`src/rtl/dff_link_4_circle_if.sv`:
```
// Data bundle for the recirculating DFF ring: load word, mode select and tail output.
// Master drives input_data/WR; the ring (slave) drives output_data. No handshake.
interface dff_link_4_circle_if #(
  parameter int WIDTH = 8
);
  logic [WIDTH-1:0] input_data;
  logic             WR;
  logic [WIDTH-1:0] output_data;

  modport master (
    output input_data,
    output WR,
    input  output_data
  );

  modport slave (
    input  input_data,
    input  WR,
    output output_data
  );
endinterface

```
`src/rtl/dff_link_4_circle.sv`:
```
// DEPTH-stage ring of WIDTH-bit registers: WR=1 shifts input_data in, WR=0 rotates tail to head.
// Advances every edge; a loaded word reaches output_data DEPTH-1 edges after its write. No backpressure.
module dff_link_4_circle #(
  parameter int WIDTH = 8,
  parameter int DEPTH = 4
) (
  input logic                CLK,
  input logic                RST,
  dff_link_4_circle_if.slave link
);

  logic [DEPTH-1:0][WIDTH-1:0] ring_q;
  logic [DEPTH-1:0][WIDTH-1:0] ring_d;

  // Head takes either the new word or the tail, so input_data is ignored while rotating.
  always_comb begin
    ring_d = ring_q;
    ring_d[0] = link.WR ? link.input_data : ring_q[DEPTH-1];
    for (int i = 1; i < DEPTH; i++) begin
      ring_d[i] = ring_q[i-1];
    end
  end

  always_ff @(posedge CLK) begin
    if (RST) begin
      ring_q <= '0;
    end else begin
      ring_q <= ring_d;
    end
  end

  assign link.output_data = ring_q[DEPTH-1];

endmodule

```
`src/flat_wrapper.sv`:
```
// flat-port wrapper written by rule: the top's interface ports become plain ports
module dff_link_4_circle_flat 
#(
  parameter int WIDTH = 8,
  parameter int DEPTH = 4
)
  (CLK, RST, link_input_data, link_WR, link_output_data);
  dff_link_4_circle_if #(.WIDTH(WIDTH)) link_i ();
  input logic CLK;
  input logic RST;
  input wire logic [$bits(link_i.input_data)-1:0] link_input_data;
  input wire logic [$bits(link_i.WR)-1:0] link_WR;
  output wire logic [$bits(link_i.output_data)-1:0] link_output_data;
  assign link_i.input_data = link_input_data;
  assign link_i.WR = link_WR;
  assign link_output_data = link_i.output_data;
  dff_link_4_circle #(.WIDTH(WIDTH), .DEPTH(DEPTH)) u_core (.CLK(CLK), .RST(RST), .link(link_i));
endmodule
```
`config.mk`:
```
export PLATFORM = sky130hd
export DESIGN_NAME = dff_link_4_circle_flat
export DESIGN_NICKNAME = d
export VERILOG_FILES = /design/src/rtl/dff_link_4_circle_if.sv /design/src/rtl/dff_link_4_circle.sv /design/src/flat_wrapper.sv
export SDC_FILE = /design/constraint.sdc
export NUM_CORES = 1
export LEC_CHECK = 0
export CAP_MARGIN = 20
export CORE_MARGIN = 2
export CORE_UTILIZATION = 30
export CTS_CLUSTER_SIZE = 12
export DETAILED_ROUTE_END_ITERATION = 10
export SYNTH_ARGS = -nofsm -noshare
export SYNTH_HDL_FRONTEND = slang
export SYNTH_SLANG_ARGS = --single-unit
```
`constraint.sdc`:
```
create_clock -name CLK -period 0.8 [get_ports CLK]
set_input_delay 0.24 -clock CLK [delete_from_list [all_inputs] [get_ports CLK]]
set_output_delay 0.24 -clock CLK [all_outputs]
set_load 0.01 [all_outputs]
```
* Word-level counts from Yosys, hierarchy flattened *
Index checks and enable logic that the tools add are counted.

storage, ports and cells
  bits in registers = 32
  bits in latches = 0
  memory bits (writable) = 0
  bits in read-only memories = 0
  bits of input ports = 11
  memories = 0

cells by class
  $add $sub $neg = 0
  multiply operators = 0
  div/mod/pow operators = 0
  $lt $le $gt $ge = 0
  equal/unequal tests = 0
  shift-type cells = 0
  muxes and demuxes = 1
  bitwise logic cells = 0
  reduce and logical (&&, ||, !) cells = 0

operators with widths
  kind     number
  $mux W8  1

* Logic depth before layout (Yosys ltp) *
Gate-level depths: netlist (run 1).

  depth after elaboration = 1
  depth in mapped cells = 3
  depth with buffers taken out = 2

* Least setup slack after synthesis (run 1) *
No wires, ideal clock.

  path type = input to register
  start point = input port link_WR
  end point = register u_core.ring_q, in the netlist u_core.ring_d[10]
  setup time = 0.114 ns
  arrival time = 0.574 ns
  setup slack = 0.111 ns
  stages on the path = 3
  path buffers = 1
  cell sequence = buf_6 > mux2i_1 > nor2_1

between the ends
  longest elaborated chain between the ends = 1

RTL lines
  what                  line                     text
  from (decl)           flat_wrapper.sv:12       input wire logic [$bits(link_i.WR)-1:0] link_WR;
  $mux W8               dff_link_4_circle.sv:18  ring_d[0] = link.WR ? link.input_data : ring_q[DEPTH-1];
  to (signal assigned)  dff_link_4_circle.sv:28  ring_q <= ring_d;
  to (decl)             dff_link_4_circle.sv:12  logic [DEPTH-1:0][WIDTH-1:0] ring_q;

Every way passes these cells.
A chain may end at the register's enable or synchronous reset.

* Final worst setup path (run 1) *
  start point = register u_core.ring_q, in the netlist u_core.link.output_data[5]
  end point = output port link_output_data[5]

RTL lines
  what       line                text
  to (decl)  flat_wrapper.sv:13  output wire logic [$bits(link_i.output_data)-1:0] link_output_data;

No word-level cell between the ends.

==> results of run 1 <==
==> registers in the layout, summed over array words and instances (netlist names) <==
register	flops
u_core.link.output_data	8
u_core.ring_d	24
==> metrics by stage <==
stage	worst slack, ns	util	setup TNS [ns]	area, um2
after global placement	-0.4640	0.3921	-13.19	1177
after global routing	-0.2501	0.4225	-2.034	1269
final	-0.2122	0.4225	-1.663	1269
after floorplan	0.1114	-	0	934.6
after detailed placement	-0.4816	0.3921	-13.55	1177
after CTS	-0.2411	0.4200	-1.872	1261
==> cells in the final DEF, fill, tap and decap left out <==
| cell | n |
|---|---|
| nor2b_1 | 24 |
| dfxtp_1 | 24 |
| clkdlybuf4s50_1 | 9 |
| mux2i_1 | 8 |
| nor2_1 | 8 |
| buf_6 | 8 |
| dfxtp_2 | 8 |
| clkbuf_4 | 5 |
| buf_4 | 3 |
| clkbuf_8 | 2 |
| buf_12 | 2 |
| dlygate4sd2_1 | 1 |
==> routing by layer <==
metal	vias to the layer above	global-route usage	wire length [um]	part of all wire
met2	22	0.1289	615	0.42
li1	284	-	-	-
met5	-	0	0	0
met1	255	0.1129	682	0.46
met3	4	0.06926	139	0.095
met4	0	0.05714	32	0.022
==> kinds of logic (layout without fill, tap and decap cells) <==
group	Yosys count	in the layout
flops	32	32
simple gates	32	32
mux	8	8
buf+inv	4	30
==> cell type report <==
class,count,area share
sequential,32,0.5128
timing repair buffer,23,0.1982
tap,33,0.03254
multi-input combinational,40,0.2051
clock buffer,7,0.05128
==> final timing paths <==
kind                                            startpoint                   to  slack [ns]  cells after the start
worst max register to register  u_core.link.output_data[2]    u_core.ring_d[10]       -0.04                      4
worst max-delay path            u_core.link.output_data[5]  link_output_data[5]       -0.21                      1
worst min register to register           u_core.ring_d[21]    u_core.ring_d[29]        0.44                      1
worst min-delay path                     u_core.ring_d[21]    u_core.ring_d[29]        0.44                      1
==> what timing repair did <==
| action | in CTS | in global routing |
|---|---|---|
| setup buffers | 0 | 1 |
| gates resized for setup | 49 | 0 |
| endpoints found under the setup margin | 16 | 8 |
==> worst register-to-register path: stages, from the launching register on <==
cell     delay [ns]
dfxtp_2        0.33
buf_4          0.12
buf_4          0.12
mux2i_1        0.12
nor2_1         0.05
==> report_power, final <==
group / internal (W) / switching [W]
logic: 0.000102 / 0.0000595
clock network: 0.000498 / 0.000477
registers: 0.00163 / 0.00000994
==> run_summary.xml, run 1 <==
<?xml version="1.0" encoding="UTF-8"?>
<metrics>
  <group name="critical_path">
    <metric name="critical_path.max_stage_delay" unit="ns">0.34</metric>
    <metric name="critical_path.slowest_cell" unit="">dfxtp_2</metric>
    <metric name="worst-endpoint-required" unit="ns">0.56</metric>
    <metric name="critPathCaptureType" unit="">output port</metric>
    <metric name="critical_path.top_delay_family" unit="">flip-flops</metric>
    <metric name="worstPathBufferInverterCount" unit="">1</metric>
    <metric name="critical_path.max_fanout" unit="">2</metric>
    <metric name="crit_path_category" unit="">reg -&gt; out</metric>
    <metric name="cp_cell_sequence" unit="">buf_6</metric>
    <metric name="startpoint_type" unit="">flip-flop</metric>
    <metric name="worst_ep_arrival_time" unit="ns">0.77</metric>
  </group>
  <group name="synth">
    <metric name="synth_mux_area_frac" unit="">0.08568</metric>
    <metric name="synth.cell_area" unit="um2">934.6</metric>
    <metric name="synthSimpleGateAreaFrac" unit="">0.1928</metric>
    <metric name="synthesized_area_fraction_occupied_by_ao_oa_aoi_and_oai_cells" unit="">0</metric>
    <metric name="synth_most_common_cell" unit="">dfxtp_1</metric>
    <metric name="synthDominantCellAreaShare" unit="">0.6854</metric>
    <metric name="yosys_warnings" unit="">0</metric>
    <metric name="synth_cell_type_count" unit="">6</metric>
    <metric name="synth.avg_cell_area" unit="um2">12.30</metric>
    <metric name="ys_seq_area_frac" unit="">0.6854</metric>
    <metric name="async_reset_ff_frac" unit="">0</metric>
    <metric name="synth-edff-count" unit="">0</metric>
    <metric name="dominant_combinational_cell_family_by_area_after_synthesis" unit="">simple AND/OR/NAND/NOR gates</metric>
    <metric name="ys_top_cells_by_count" unit="">dfxtp_1 (32), nor2b_1 (24), mux2i_1 (8), nor2_1 (8), buf_4 (3)</metric>
    <metric name="xor_xnor_cell_area_share_of_the_yosys_netlist" unit="">0</metric>
    <metric name="synth_ff_type" unit="">dfxtp_1</metric>
    <metric name="post-synth-top-area-cell" unit="">dfxtp_1</metric>
    <metric name="synth_adder_area_share" unit="">0</metric>
    <metric name="synthTopCellsByArea" unit="">dfxtp_1 (69%), nor2b_1 (16%), mux2i_1 (8.6%)</metric>
    <metric name="synth-seq-cells" unit="">32</metric>
    <metric name="synth_cells" unit="">76</metric>
    <metric name="syn-num-nets" unit="">87</metric>
  </group>
  <group name="clock_network">
    <metric name="tritoncts" unit="">yes</metric>
    <metric name="cts_bufs_inserted" unit="">5</metric>
    <metric name="insertion_delay" unit="ns">0.32</metric>
    <metric name="quantity_of_hold_fixing_buffers_added_after_cts" unit="">0</metric>
    <metric name="cts_max_level" unit="">2</metric>
    <metric name="path_clk_slew" unit="ns">0.09</metric>
    <metric name="cts_max_path_buffers" unit="">2</metric>
    <metric name="cts_sinks" unit="">32</metric>
    <metric name="ctsRootBufferMaster" unit="">clkbuf_4</metric>
  </group>
  <group name="placement">
    <metric name="gp_congestion" unit="">0.6615</metric>
    <metric name="hpwl" unit="um">906.9</metric>
    <metric name="buffer_ports.inserted" unit="">18</metric>
    <metric name="placedCellCount" unit="">127</metric>
  </group>
  <group name="sta">
    <metric name="fin_worst_hold_slack" unit="ns">0.4365</metric>
    <metric name="worst_pin_slew" unit="ns">0.1733</metric>
    <metric name="final_max_slew_viol_count" unit="">0</metric>
    <metric name="fin_crit" unit="ns">1.012</metric>
    <metric name="setup_viol" unit="">9</metric>
    <metric name="setup_ws" unit="ns">-0.2122</metric>
    <metric name="maximum_achievable_frequency" unit="GHz">0.9880</metric>
    <metric name="final-hold-violation-count" unit="">0</metric>
    <metric name="rsz0062_at_grt" unit="">true</metric>
    <metric name="remaining_max_slew_budget_at_the_tightest_pin" unit="">0.8812</metric>
    <metric name="post-route-period-util" unit="">1.265</metric>
    <metric name="final.setup_skew" unit="ns">0.003500</metric>
  </group>
  <group name="outcome">
    <metric name="run_status" unit="">finished, violations left</metric>
    <metric name="failed_checks" unit="">setup timing</metric>
  </group>
  <group name="floorplanning">
    <metric name="start_util" unit="">0.3112</metric>
    <metric name="rows" unit="">20</metric>
    <metric name="core_region_area" unit="um2">3003</metric>
    <metric name="design.portCount" unit="">19</metric>
    <metric name="fp.dieArea" unit="um2">3578</metric>
    <metric name="die_width" unit="um">59.82</metric>
    <metric name="die-height" unit="um">59.82</metric>
  </group>
  <group name="power">
    <metric name="pleak" unit="nW">0.5418</metric>
    <metric name="vdd.ir_drop.worst" unit="mV">0.9528</metric>
    <metric name="fin_total_pwr" unit="W">0.002778</metric>
    <metric name="power_per_cell_area" unit="nW/um2">2189</metric>
  </group>
  <group name="finish">
    <metric name="area_of_the_multi_input_gates" unit="um2">260.3</metric>
    <metric name="area_delta_synth_final" unit="%">35.74</metric>
    <metric name="final_cell_count_no_fill" unit="">135</metric>
    <metric name="antenna_cells_inserted" unit="">0</metric>
    <metric name="design.final.nets" unit="">113</metric>
    <metric name="fill_cells" unit="">302</metric>
    <metric name="layout-drive-gt1-share" unit="">0.2745</metric>
    <metric name="layout.area.seq" unit="um2">650.6</metric>
  </group>
  <group name="detailed_routing">
    <metric name="drt_pass1_iterations" unit="">2</metric>
    <metric name="vias_per_cell" unit="">4.185</metric>
    <metric name="route.antenna.remaining_nets" unit="">0</metric>
    <metric name="drt_wl_total" unit="um">1469</metric>
    <metric name="vias" unit="">565</metric>
    <metric name="detailedRoute.firstIterationViolations" unit="">5</metric>
    <metric name="route.detailed.wl_per_inst" unit="um">10.88</metric>
    <metric name="remaining_drc_errors" unit="">0</metric>
  </group>
  <group name="global_route">
    <metric name="grt.total_usage" unit="">0.09740</metric>
    <metric name="grt_pass1_vias" unit="">530</metric>
    <metric name="initial_antenna_violation_count" unit="">0</metric>
    <metric name="maximum_number_of_pins_on_one_net_before_global_route_repair" unit="">33</metric>
    <metric name="grt.overflow.total" unit="">0</metric>
    <metric name="grt_first_pass_wirelength" unit="um">2318</metric>
  </group>
  <group name="job">
    <metric name="drv_cap" unit="">0</metric>
  </group>
  <group name="min_path">
    <metric name="timing.hold.worst.class" unit="">reg -&gt; reg</metric>
  </group>
</metrics>
(Power assumes the default switching activity.)
==> run 2: changes to the inputs <==
==> constraint.sdc (replaced) <==
create_clock -name CLK -period 1 [get_ports CLK]
set_input_delay 0.3 -clock CLK [delete_from_list [all_inputs] [get_ports CLK]]
set_output_delay 0.3 -clock CLK [all_outputs]
set_load 0.01 [all_outputs]
==> run 2 against run 1 <==
The flow still finishes with violations (setup timing). Combinational power shrank 19%. Sequential share of layout area shrank 0.30 points. Sequential power down 20%. First-iteration DRC count stayed put. Cell area rose by 0.59%. Cell count is the same. Worst setup slack gained 0.14 ns. Critical path depth did not move. Register-to-register slack improved by 0.20 ns. Critical path type unchanged. Largest power group unchanged.
==> run_summary.xml, run 2 (synthesis results as in run 1) <==
<?xml version="1.0" encoding="UTF-8"?>
<metrics>
  <group name="sta">
    <metric name="final.setup_skew" unit="ns">0.006184</metric>
    <metric name="remaining_max_slew_budget_at_the_tightest_pin" unit="">0.8971</metric>
    <metric name="rsz0062_at_grt" unit="">true</metric>
    <metric name="maximum_achievable_frequency" unit="GHz">0.9368</metric>
    <metric name="final-hold-violation-count" unit="">0</metric>
    <metric name="post-route-period-util" unit="">1.067</metric>
    <metric name="setup_viol" unit="">8</metric>
    <metric name="worst_pin_slew" unit="ns">0.1514</metric>
    <metric name="setup_ws" unit="ns">-0.06750</metric>
    <metric name="fin_crit" unit="ns">1.067</metric>
    <metric name="final_max_slew_viol_count" unit="">0</metric>
    <metric name="totalNegativeSetupSlack" unit="ns">-0.4812</metric>
  </group>
  <group name="floorplanning">
    <metric name="die_width" unit="um">59.82</metric>
    <metric name="fp.dieArea" unit="um2">3578</metric>
    <metric name="core_region_area" unit="um2">3003</metric>
    <metric name="design.portCount" unit="">19</metric>
    <metric name="die-height" unit="um">59.82</metric>
    <metric name="rows" unit="">20</metric>
    <metric name="start_util" unit="">0.3112</metric>
  </group>
  <group name="finish">
    <metric name="design.final.nets" unit="">113</metric>
    <metric name="antenna_cells_inserted" unit="">0</metric>
    <metric name="fill_cells" unit="">305</metric>
    <metric name="most-common-layout-cells" unit="">nor2b_1 (24), dfxtp_1 (24), clkdlybuf4s50_1 (9)</metric>
    <metric name="area_delta_synth_final" unit="%">36.55</metric>
    <metric name="layout-drive-gt1-share" unit="">0.2843</metric>
    <metric name="largest_register_ffs" unit="">24</metric>
  </group>
  <group name="critical_path">
    <metric name="worst-endpoint-required" unit="ns">0.70</metric>
    <metric name="worstPathBufferInverterCount" unit="">1</metric>
    <metric name="critical_path.top_delay_family" unit="">flip-flops</metric>
    <metric name="critPathCaptureType" unit="">output port</metric>
    <metric name="startpoint_type" unit="">flip-flop</metric>
    <metric name="critical_path.max_fanout" unit="">2</metric>
    <metric name="cp_cell_sequence" unit="">buf_6</metric>
    <metric name="crit_path_category" unit="">reg -&gt; out</metric>
    <metric name="worst_ep_arrival_time" unit="ns">0.77</metric>
    <metric name="critical_path.slowest_cell" unit="">dfxtp_2</metric>
    <metric name="critical_path.max_stage_delay" unit="ns">0.34</metric>
  </group>
  <group name="detailed_routing">
    <metric name="drt_wl_total" unit="um">1413</metric>
    <metric name="route.antenna.remaining_nets" unit="">0</metric>
    <metric name="detailedRoute.firstIterationViolations" unit="">5</metric>
    <metric name="vias_per_cell" unit="">4.126</metric>
    <metric name="remaining_drc_errors" unit="">0</metric>
    <metric name="vias" unit="">557</metric>
    <metric name="route.detailed.wl_per_inst" unit="um">10.47</metric>
    <metric name="drt_pass1_iterations" unit="">2</metric>
  </group>
  <group name="clock_network">
    <metric name="cts_max_path_buffers" unit="">2</metric>
    <metric name="path_clk_slew" unit="ns">0.09</metric>
    <metric name="quantity_of_hold_fixing_buffers_added_after_cts" unit="">0</metric>
    <metric name="cts_max_level" unit="">2</metric>
    <metric name="cts_bufs_inserted" unit="">5</metric>
    <metric name="cts_sinks" unit="">32</metric>
    <metric name="insertion_delay" unit="ns">0.32</metric>
    <metric name="tritoncts" unit="">yes</metric>
    <metric name="ctsRootBufferMaster" unit="">clkbuf_4</metric>
  </group>
  <group name="global_route">
    <metric name="maximum_number_of_pins_on_one_net_before_global_route_repair" unit="">33</metric>
    <metric name="initial_antenna_violation_count" unit="">0</metric>
    <metric name="grt.total_usage" unit="">0.09704</metric>
    <metric name="grt.overflow.total" unit="">0</metric>
    <metric name="grt_first_pass_wirelength" unit="um">2421</metric>
    <metric name="grt_pass1_vias" unit="">562</metric>
  </group>
  <group name="outcome">
    <metric name="failed_checks" unit="">setup timing</metric>
    <metric name="run_status" unit="">finished, violations left</metric>
  </group>
  <group name="job">
    <metric name="drv_cap" unit="">0</metric>
  </group>
  <group name="min_path">
    <metric name="timing.hold.worst.class" unit="">reg -&gt; reg</metric>
  </group>
  <group name="power">
    <metric name="vdd.ir_drop.worst" unit="mV">0.8039</metric>
    <metric name="pleak" unit="nW">0.5472</metric>
    <metric name="power_per_cell_area" unit="nW/um2">1751</metric>
  </group>
  <group name="placement">
    <metric name="buffer_ports.inserted" unit="">18</metric>
    <metric name="place_worst_setup_slack" unit="ns">-0.3402</metric>
    <metric name="gp_congestion" unit="">0.6615</metric>
    <metric name="hpwl" unit="um">904.1</metric>
  </group>
</metrics>
==> run 2: cell types whose count changed in the layout (fill, tap and decap cells not counted), sizes merged <==
cell / change
dlymetal6s2s: +1
dlygate4sd2: -1
==> run 2: per-layer routing <==
layer	global-route usage	wire length, um
met1	0.1213	659
met4	0.04762	10
met5	0	0
met2	0.1273	614
met3	0.06277	128
==> run 2: where the power goes <==
group          leakage, nW  internal, W  switching (W)
clock network       0.0374     0.000398       0.000392
logic                0.246    0.0000835      0.0000478
registers            0.264      0.00131     0.00000776
==> run 2: worst paths after layout <==
path                                                 start             endpoint  slack [ns]  cells past startpoint
worst max-delay path            u_core.link.output_data[0]  link_output_data[0]       -0.07                      1
worst min-delay path                     u_core.ring_d[15]    u_core.ring_d[23]        0.44                      1
worst max register to register  u_core.link.output_data[2]    u_core.ring_d[10]        0.16                      4
worst min register to register           u_core.ring_d[15]    u_core.ring_d[23]        0.44                      1
==> run 2: repair_timing <==
action,in CTS,in global routing
buffers inserted,0,1
pin swaps,0,0
endpoints found under the setup margin,8,10
resized for setup,48,2
==> run 2: final cells by class <==
| class | instances | area, um2 | area share |
|---|---|---|---|
| tap | 33 | 41.29 | 0.03235 |
| timing repair buffer | 23 | 255.2 | 0.2000 |
| multi-input combinational | 40 | 264.0 | 0.2069 |
| clock buffer | 7 | 65.06 | 0.05098 |
| sequential | 32 | 650.6 | 0.5098 |
==> run 2: through the flow <==
step | hold slack (ns) | instances | utilization | area [um2] | power, W
floorplan | 0.3716 | 76 | - | 934.6 | 0.001405
global placement | 0.4167 | 127 | 0.3921 | 1177 | 0.001471
detailed placement | 0.4242 | 127 | 0.3921 | 1177 | 0.001473
CTS | 0.4420 | 134 | 0.4204 | 1262 | 0.002266
global route | 0.4572 | 135 | 0.4250 | 1276 | 0.002333
finish | 0.4394 | 135 | 0.4250 | 1276 | 0.002235
